**config.mk**
```make
export PLATFORM = sky130hd
export DESIGN_NAME = button_event_arbiter
export DESIGN_NICKNAME = d
export VERILOG_FILES = /design/src/rtl/btn_pkg.sv /design/src/rtl/event_fifo.sv /design/src/rtl/button_event_arbiter.sv
export SDC_FILE = /design/constraint.sdc
export NUM_CORES = 1
export LEC_CHECK = 0
export ABC_AREA = 1
export CORE_UTILIZATION = 45
export CTS_CLUSTER_SIZE = 24
export DETAILED_ROUTE_END_ITERATION = 6
export DONT_BUFFER_PORTS = 1
export GPL_ROUTABILITY_DRIVEN = 0
export REMOVE_ABC_BUFFERS = 1
export SYNTH_ARGS = -nofsm -noshare
export SYNTH_HDL_FRONTEND = slang
export SYNTH_SLANG_ARGS = --single-unit
```
**constraint.sdc**
```tcl
create_clock -name clk -period 4.7 [get_ports clk]
set_input_delay 0.47 -clock clk [delete_from_list [all_inputs] [get_ports clk]]
set_output_delay 0.47 -clock clk [all_outputs]
set_load 0.02 [all_outputs]
```
**src/rtl/btn_pkg.sv**
```systemverilog
// rtl/btn_pkg.sv - shared button indices and event sizing
//
// Purpose: constants shared by the button event path. Button indices match
// the debouncer instance order; the event id is the button index.
// Ports: none (package).
package btn_pkg;

  localparam int N_BTN      = 5;
  localparam int ID_W       = 3;
  localparam int FIFO_DEPTH = 4;

  localparam int BTN_UP    = 0;
  localparam int BTN_DOWN  = 1;
  localparam int BTN_LEFT  = 2;
  localparam int BTN_RIGHT = 3;
  localparam int BTN_SEL   = 4;

  typedef logic [ID_W-1:0] btn_id_t;

endpackage

```
**src/rtl/event_fifo.sv**
```systemverilog
// rtl/event_fifo.sv - small synchronous FIFO with registered head
//
// Purpose: holds granted button events until the consumer takes them.
// The head entry is kept in its own register so the output id is a
// flop, stable while the consumer stalls.
// Ports:
//   clk, rst     clock, synchronous active-high reset
//   push         write push_data (ignored when full)
//   push_data    entry to append
//   pop          consume the head entry (ignored when empty)
//   valid        head holds an entry (count != 0)
//   head         head entry
//   count        entries stored, 0..DEPTH
module event_fifo #(
  parameter int DEPTH = 4,
  parameter int WIDTH = 3
) (
  input  logic                     clk,
  input  logic                     rst,
  input  logic                     push,
  input  logic [WIDTH-1:0]         push_data,
  input  logic                     pop,
  output logic                     valid,
  output logic [WIDTH-1:0]         head,
  output logic [$clog2(DEPTH):0]   count
);

  localparam int PW = $clog2(DEPTH);
  localparam int CW = PW + 1;
  localparam logic [CW-1:0] FULL_CNT = CW'(DEPTH);

  logic [WIDTH-1:0] mem   [DEPTH];
  logic [WIDTH-1:0] mem_n [DEPTH];
  logic [PW-1:0]    wr_ptr, wr_ptr_n, rd_ptr, rd_ptr_n;
  logic [CW-1:0]    cnt, cnt_n;
  logic [WIDTH-1:0] head_q, head_n;
  logic             push_ok, pop_ok;

  assign push_ok = push && (cnt != FULL_CNT);
  assign pop_ok  = pop  && (cnt != '0);

  always_comb begin
    mem_n    = mem;
    wr_ptr_n = wr_ptr;
    rd_ptr_n = rd_ptr;
    cnt_n    = cnt;
    if (push_ok) begin
      mem_n[wr_ptr] = push_data;
      wr_ptr_n      = wr_ptr + PW'(1);
    end
    if (pop_ok) begin
      rd_ptr_n = rd_ptr + PW'(1);
    end
    if (push_ok && !pop_ok) begin
      cnt_n = cnt + CW'(1);
    end else if (pop_ok && !push_ok) begin
      cnt_n = cnt - CW'(1);
    end
    // Head is looked up from the post-update storage so a push into an
    // empty FIFO is visible on the very next cycle.
    head_n = mem_n[rd_ptr_n];
  end

  always_ff @(posedge clk) begin
    if (rst) begin
      for (int i = 0; i < DEPTH; i++) begin
        mem[i] <= '0;
      end
      wr_ptr <= '0;
      rd_ptr <= '0;
      cnt    <= '0;
      head_q <= '0;
    end else begin
      mem    <= mem_n;
      wr_ptr <= wr_ptr_n;
      rd_ptr <= rd_ptr_n;
      cnt    <= cnt_n;
      head_q <= head_n;
    end
  end

  assign valid = (cnt != '0);
  assign head  = head_q;
  assign count = cnt;

endmodule

```
**src/rtl/button_event_arbiter.sv**
```systemverilog
// rtl/button_event_arbiter.sv - serialise button presses into one event stream
//
// Purpose: latches one-cycle press pulses per button, picks one pending
// button per cycle in round-robin order and queues its index for the game
// FSM, which drains events over a valid/ready handshake.
// Ports:
//   clk, rst       clock, synchronous active-high reset
//   btn_edge       one-cycle press pulses, bit i from debouncer i
//   evt_valid      head event present
//   evt_ready      consumer takes the head event this cycle
//   evt_id         button index of the head event
//   evt_count      events currently queued
//   overflow       sticky flag: a press was merged into an already pending one
//   clr_overflow   clears overflow (a same-cycle merge still sets it)
module button_event_arbiter #(
  parameter int N_BTN      = btn_pkg::N_BTN,
  parameter int FIFO_DEPTH = btn_pkg::FIFO_DEPTH,
  parameter int ID_W       = btn_pkg::ID_W
) (
  input  logic                          clk,
  input  logic                          rst,
  input  logic [N_BTN-1:0]              btn_edge,
  output logic                          evt_valid,
  input  logic                          evt_ready,
  output logic [ID_W-1:0]               evt_id,
  output logic [$clog2(FIFO_DEPTH):0]   evt_count,
  output logic                          overflow,
  input  logic                          clr_overflow
);

  import btn_pkg::*;

  localparam int CW = $clog2(FIFO_DEPTH) + 1;
  localparam logic [CW-1:0]   FULL_CNT = CW'(FIFO_DEPTH);
  localparam logic [ID_W-1:0] LAST_ID  = ID_W'(N_BTN - 1);

  logic [N_BTN-1:0] pending, pending_n, grant_oh;
  logic [ID_W-1:0]  rr_ptr, rr_ptr_n, grant_idx;
  logic [ID_W-1:0]  hi_idx, lo_idx;
  logic             hi_found, lo_found;
  logic             grant_valid, merge, overflow_n;
  logic [CW-1:0]    fifo_count;

  // Circular scan from rr_ptr: the lowest pending index at or above rr_ptr
  // wins; if none, the scan has wrapped and the lowest pending index wins.
  always_comb begin
    hi_found = 1'b0;
    lo_found = 1'b0;
    hi_idx   = '0;
    lo_idx   = '0;
    for (int i = N_BTN - 1; i >= 0; i--) begin
      if (pending[i]) begin
        lo_found = 1'b1;
        lo_idx   = ID_W'(i);
        if (ID_W'(i) >= rr_ptr) begin
          hi_found = 1'b1;
          hi_idx   = ID_W'(i);
        end
      end
    end
    grant_idx = hi_found ? hi_idx : lo_idx;
    // Gate on the registered count only: a pop in the same cycle does not
    // open a slot until the next cycle.
    grant_valid = lo_found && (fifo_count != FULL_CNT);
  end

  always_comb begin
    grant_oh = '0;
    for (int i = 0; i < N_BTN; i++) begin
      grant_oh[i] = grant_valid && (grant_idx == ID_W'(i));
    end
    // A new edge on the button being granted re-arms it (set wins), so
    // that press becomes a second event rather than a merge.
    pending_n = (pending & ~grant_oh) | btn_edge;
    merge     = |(btn_edge & pending & ~grant_oh);

    rr_ptr_n = rr_ptr;
    if (grant_valid) begin
      rr_ptr_n = (grant_idx == LAST_ID) ? '0 : grant_idx + ID_W'(1);
    end

    overflow_n = overflow;
    if (merge) begin
      overflow_n = 1'b1;
    end else if (clr_overflow) begin
      overflow_n = 1'b0;
    end
  end

  always_ff @(posedge clk) begin
    if (rst) begin
      pending  <= '0;
      rr_ptr   <= '0;
      overflow <= 1'b0;
    end else begin
      pending  <= pending_n;
      rr_ptr   <= rr_ptr_n;
      overflow <= overflow_n;
    end
  end

  event_fifo #(
    .DEPTH (FIFO_DEPTH),
    .WIDTH (ID_W)
  ) u_event_fifo (
    .clk       (clk),
    .rst       (rst),
    .push      (grant_valid),
    .push_data (grant_idx),
    .pop       (evt_ready),
    .valid     (evt_valid),
    .head      (evt_id),
    .count     (fifo_count)
  );

  assign evt_count = fifo_count;

endmodule

```
; After elaboration in Yosys (flattened, before gate mapping)
; Index checks and enable logic that the tools add are counted.
[totals]
ff_bits = 31
romBits = 0
memories = 0
out_inout_bits = 8
wordCells = 98
inputBits = 9
mem_bits_rw = 0
latch_bits = 0
[classes]
addsub = 5
div_mod_pow = 0
n_mux = 44
multipliers = 0
reduce_logical = 18
n_eq_ne = 5
order_cmp = 8
shifts = 0
n_bitwise = 7
[op_table]
columns = op, n
row1 = $mux W3, 22
row2 = $mux W1, 17
row3 = $and A5 B5 Y5, 3
row4 = $bwmux W12, 1
row5 = $mux W12, 1
row6 = $logic_and A1 B1 Y1, 11
row7 = $add A3 B1 Y3 const B, 2
row8 = $bmux W3 S2, 1
row9 = $demux W3 S2, 1
row10 = $eq A3 B2 Y1 const B, 2
row11 = $ge A1 B3 Y1 const A, 2
row12 = $ge A2 B3 Y1 const A, 2
row13 = $ge A3 B3 Y1 const B, 2
row14 = $not A2 Y3, 2
row15 = $not A5 Y5, 1
row16 = $or A5 B5 Y5, 1
row17 = $reduce_or A5 Y1, 1
row18 = $add A2 B1 Y2 const B, 2
row19 = $reduce_bool A2 Y1, 2
row20 = $eq A3 B1 Y1 const B, 1
row21 = $eq A3 B3 Y1 const B, 1
row22 = $ge A3 B3 Y1 const A, 1
row23 = $logic_not A3 Y1, 1
row24 = $lt A3 B1 Y1 const B, 1
row25 = other kinds (5), 6

; Depth between registers and ports, before layout
[logic_depth]
word_depth = 18
depth_mapped = 15
ltp_nobuf = 15

; Hierarchy
; Synthesis repeated with hierarchy kept, for this count alone.
[unflattened]
cells_unflattened = 294
area_unflattened_um2 = 1931.9
[modules_own_cells]
columns = mod, seq_area_each_um2, cells_each, instances, area_per_inst_um2
row1 = event_fifo, 440.4, 183, 1, 1241.2
row2 = button_event_arbiter, 180.2, 111, 1, 690.7

; Worst setup path after synthesis
; No wires, ideal clock.
[synth_path]
kind = reg-to-reg
startpoint = register u_event_fifo.cnt[0], in the netlist u_event_fifo.count[0]
endpoint = register u_event_fifo.cnt[2], in the netlist u_event_fifo.count[2]
setup_slack_ns = 2.724
path_stages_with_launch = 12
t_arrival_ns = 1.854
required_ns = 4.578
setup_ns = 0.122
n_path_buf = 0
period_less_slack_ns = 1.976
cell_sequence = dfxtp_1 > inv_1 > nand3_1 > nand2_4 > inv_2 > ha_1 > inv_1 > fa_1 > a21oi_1 > o21ai_0 > o21ai_0 > a21oi_1
[synth_via]
elab_chain_len = 6
elab_cells_between_ends = 14
classes_between = add/sub (2) / eq/ne (1) / mux (2) / reduce/logical (9)
[synth_lines]
columns = item, line_no
row1 = from (decl), event_fifo.sv:35  ; logic [CW-1:0] cnt, cnt_n;
row2 = from (signal assigned), event_fifo.sv:77  ; cnt <= cnt_n;
row3 = $ne A3 B3 Y1 *, button_event_arbiter.sv:64  ; grant_valid = lo_found && (fifo_count != FULL_CNT);
row4 = $logic_and A1 B1 Y1 *, button_event_arbiter.sv:64
row5 = named net grant_valid, button_event_arbiter.sv:41  ; logic grant_valid, merge, overflow_n;
row6 = $logic_and A1 B1 Y1 *, event_fifo.sv:39  ; assign push_ok = push && (cnt != FULL_CNT);
row7 = $logic_not A1 Y1, event_fifo.sv:56  ; end else if (pop_ok && !push_ok) begin
row8 = $logic_and A1 B1 Y1, event_fifo.sv:56
row9 = $reduce_bool A2 Y1 (no source line), n/a
; The timed path passes the listed nets; every way through them passes the cells marked *. The select of a mux whose other input is x is not followed.
; A chain may end at the register's enable or synchronous reset.

; Final worst setup path
; Same ends and word-level chain as after synthesis.

==> results.yml <==
run_status:
  outcome: "completed"
clock_tree:
  clock-sinks: 31
  post_cts_resized: 0
  cts-hold-fix-buffers: 0
  htreeDepth: 2
  cts_tree: "yes"
  clk_pin_slew_ns: 0.07
  clk_latency_ns: 0.28
  postCtsSetupRepairBufs: 0
  clockBufferDepth: 2
  cts_root_buf: "clkbuf_8"
  cts_inserted_buffers: 5
detailed_routing:
  viasPerCell: 4.779
  drc: 0
  wl_per_cell_um: 12.03
  first_pass_iters: 4
  ant_nets: 0
  finalWirelength_um: 3367
  vias: 1338
  first_iter_violations: 57
global_routing:
  overflow: 0
  grt_first_pass_wirelength_um: 5747
  grt_start_max_net_pins: 23
  grt_usage_pct: 19.00
  antenna_found_initial: 0
  grt_pass1_vias: 1281
timing:
  rsz0062_at_grt: "false"
  min_period_ns: 2.233
  fmax_mhz: 447.7
  worst_slew_pin_slew_ns: 0.5248
  fin_crit_sh_pct: 47.52
  setup_tns_ns: 0
  finalSetupViolCount: 0
  skew_ns: 0.006791
  final_hold_viol_count: 0
  max_slew_margin_pct: 64.89
  slew_violations: 0
worst_setup_path:
  cp_cell_sequence: "inv_1 > nand3_1 > nand2_4 > inv_2 > ha_1 > inv_1 > fa_1 > a21oi_1 > o21ai_0 > o21ai_0 > a21oi_1"
  cp_max_fo: 15
  setup.worst_path.start_class: "flip-flop"
  critPathMaxStageDelay_ns: 0.53
  crit_family: "flip-flops"
  critical_path.slowest_cell: "dfxtp_1"
  cp.required_ns: 4.87
  cp_num_buf_inv: 3
  end_kind: "flip-flop"
  arrival_ns: 2.40
  path_class: "flip-flop to flip-flop"
placed_design:
  place_inst: 272
  hpwl_um: 2530
  port_buffers: 0
synth:
  syn-cell-area_mm2: 0.001708
  yosysWarnings: 0
  syn_area_per_cell_um2: 7.524
  synth_seq_cells: 31
  synth_cells: 227
  yosysSeqAreaShare_pct: 36.34
  synth_cell_types: 31
floorplan:
  ios: 17
  die_y_um: 63.61
  coreArea_mm2: 0.003661
  std_cell_rows: 22
  dieWidth_um: 63.61
  start_util_pct: 46.65
  die_area_mm2: 0.004046
cells_and_area:
  num_antenna_cells: 0
  final_nets: 251
  finalNonFillerCells: 280
  drive_gt1_share_pct: 16.38
  final_common_cell: "nand2_1"
  synthToLayoutAreaGrowth_pct: 8.718
  fillCellCount: 367
  final_cell_mix: "nand2_1, dfxtp_1, nor2_1, nand3_1, inv_1"
power_and_ir_drop:
  pwr_density_cell_mw_per_mm2: 641.3
  p_leak_nw: 0.8809
  total_power_mw: 1.191
  max-vdd-ir-drop_mv: 0.2833
job:
  cap_violations: 0
worst_hold_path:
  min_path_type: "input pin to flip-flop"
[metrics by stage]
stage	hold WS (ns)	setup WS [ns]	area (um2)	utilization, %
3_5_place_dp	0.4808	2.471	1753	47.88
5_1_grt	0.2332	2.211	1857	50.72
2_1_floorplan	0.4616	2.666	1693	-
3_3_place_gp	0.4794	2.532	1753	47.88
6_report	0.2473	2.467	1857	50.72
4_1_cts	0.2374	2.469	1857	50.72
[flip-flops by register name (all words and copies together) (netlist names)]
register             flops
u_event_fifo.rd_ptr      2
u_event_fifo.count       3
u_event_fifo.wr_ptr      2
u_event_fifo.mem        12
u_event_fifo.head        3
overflow                 1
rr_ptr                   3
pending                  5
[cell type report]
class / instances / area, um2 / share of cell area (%)
clock inverter: 1 / 7.507 / 0.4043
clock buffer: 7 / 96.34 / 5.189
inverter: 29 / 108.9 / 5.863
tap: 48 / 60.06 / 3.235
sequential: 31 / 620.6 / 33.42
multi-input combinational: 164 / 963.4 / 51.89
[routing by layer]
metal	share of wire (%)	track usage [%]	up-vias	wire length, um
met4	1.9	9.375	0	65
met3	3.1	5.435	5	104
met1	48	22.57	584	1619
li1	-	-	735	-
met2	47	30.98	14	1578
met5	0	0	-	0
[report_power, final]
group / switching, mW / leakage (nW) / internal [mW]
Clock: 0.0985 / 0.0505 / 0.133
Combinational: 0.347 / 0.574 / 0.198
Sequential: 0.0723 / 0.256 / 0.342
[final timing paths]
path,start,end,slack [ns],cells after the start
worst max register to register,u_event_fifo.count[0],u_event_fifo.count[2],2.47,11
worst min-delay path,rst,u_event_fifo.head[0],0.25,1
worst max-delay path,u_event_fifo.count[0],u_event_fifo.count[2],2.47,11
worst min register to register,u_event_fifo.mem[5],u_event_fifo.mem[5],0.50,2
[Yosys cell counts, drive strengths merged]
cell	number	area, um2
and2	1	8.760
buf	1	7.510
a22oi	1	12.51
o21bai	1	11.26
clkbuf	2	7.510
xor2	2	17.52
or2	7	43.79
nand4	2	18.77
fa	1	20.02
a31oi	1	6.260
nand3	31	185.2
inv	29	108.9
a21oi	14	73.82
dfxtp	31	620.6
nor2	37	175.2
nand2	44	197.7
ha	10	125.1
o21ai	12	67.57
[cells by family after synthesis]
family / share of synthesized area, %
AO/OA/AOI/OAI: 10.04
XOR/XNOR: 1.026
adder cells (fa/ha/maj): 8.498
buffers and inverters: 7.253
flip-flops: 36.34
AND/OR/NAND/NOR: 36.85
[worst reg2reg max path: stages, from the launching register on]
cell,delay (ns)
dfxtp_1,0.53
inv_1,0.10
nand3_1,0.13
nand2_4,0.15
inv_2,0.15
ha_1,0.15
inv_1,0.06
fa_1,0.38
a21oi_1,0.15
o21ai_0,0.11
o21ai_0,0.15
a21oi_1,0.05
(Power assumes the default switching activity.)
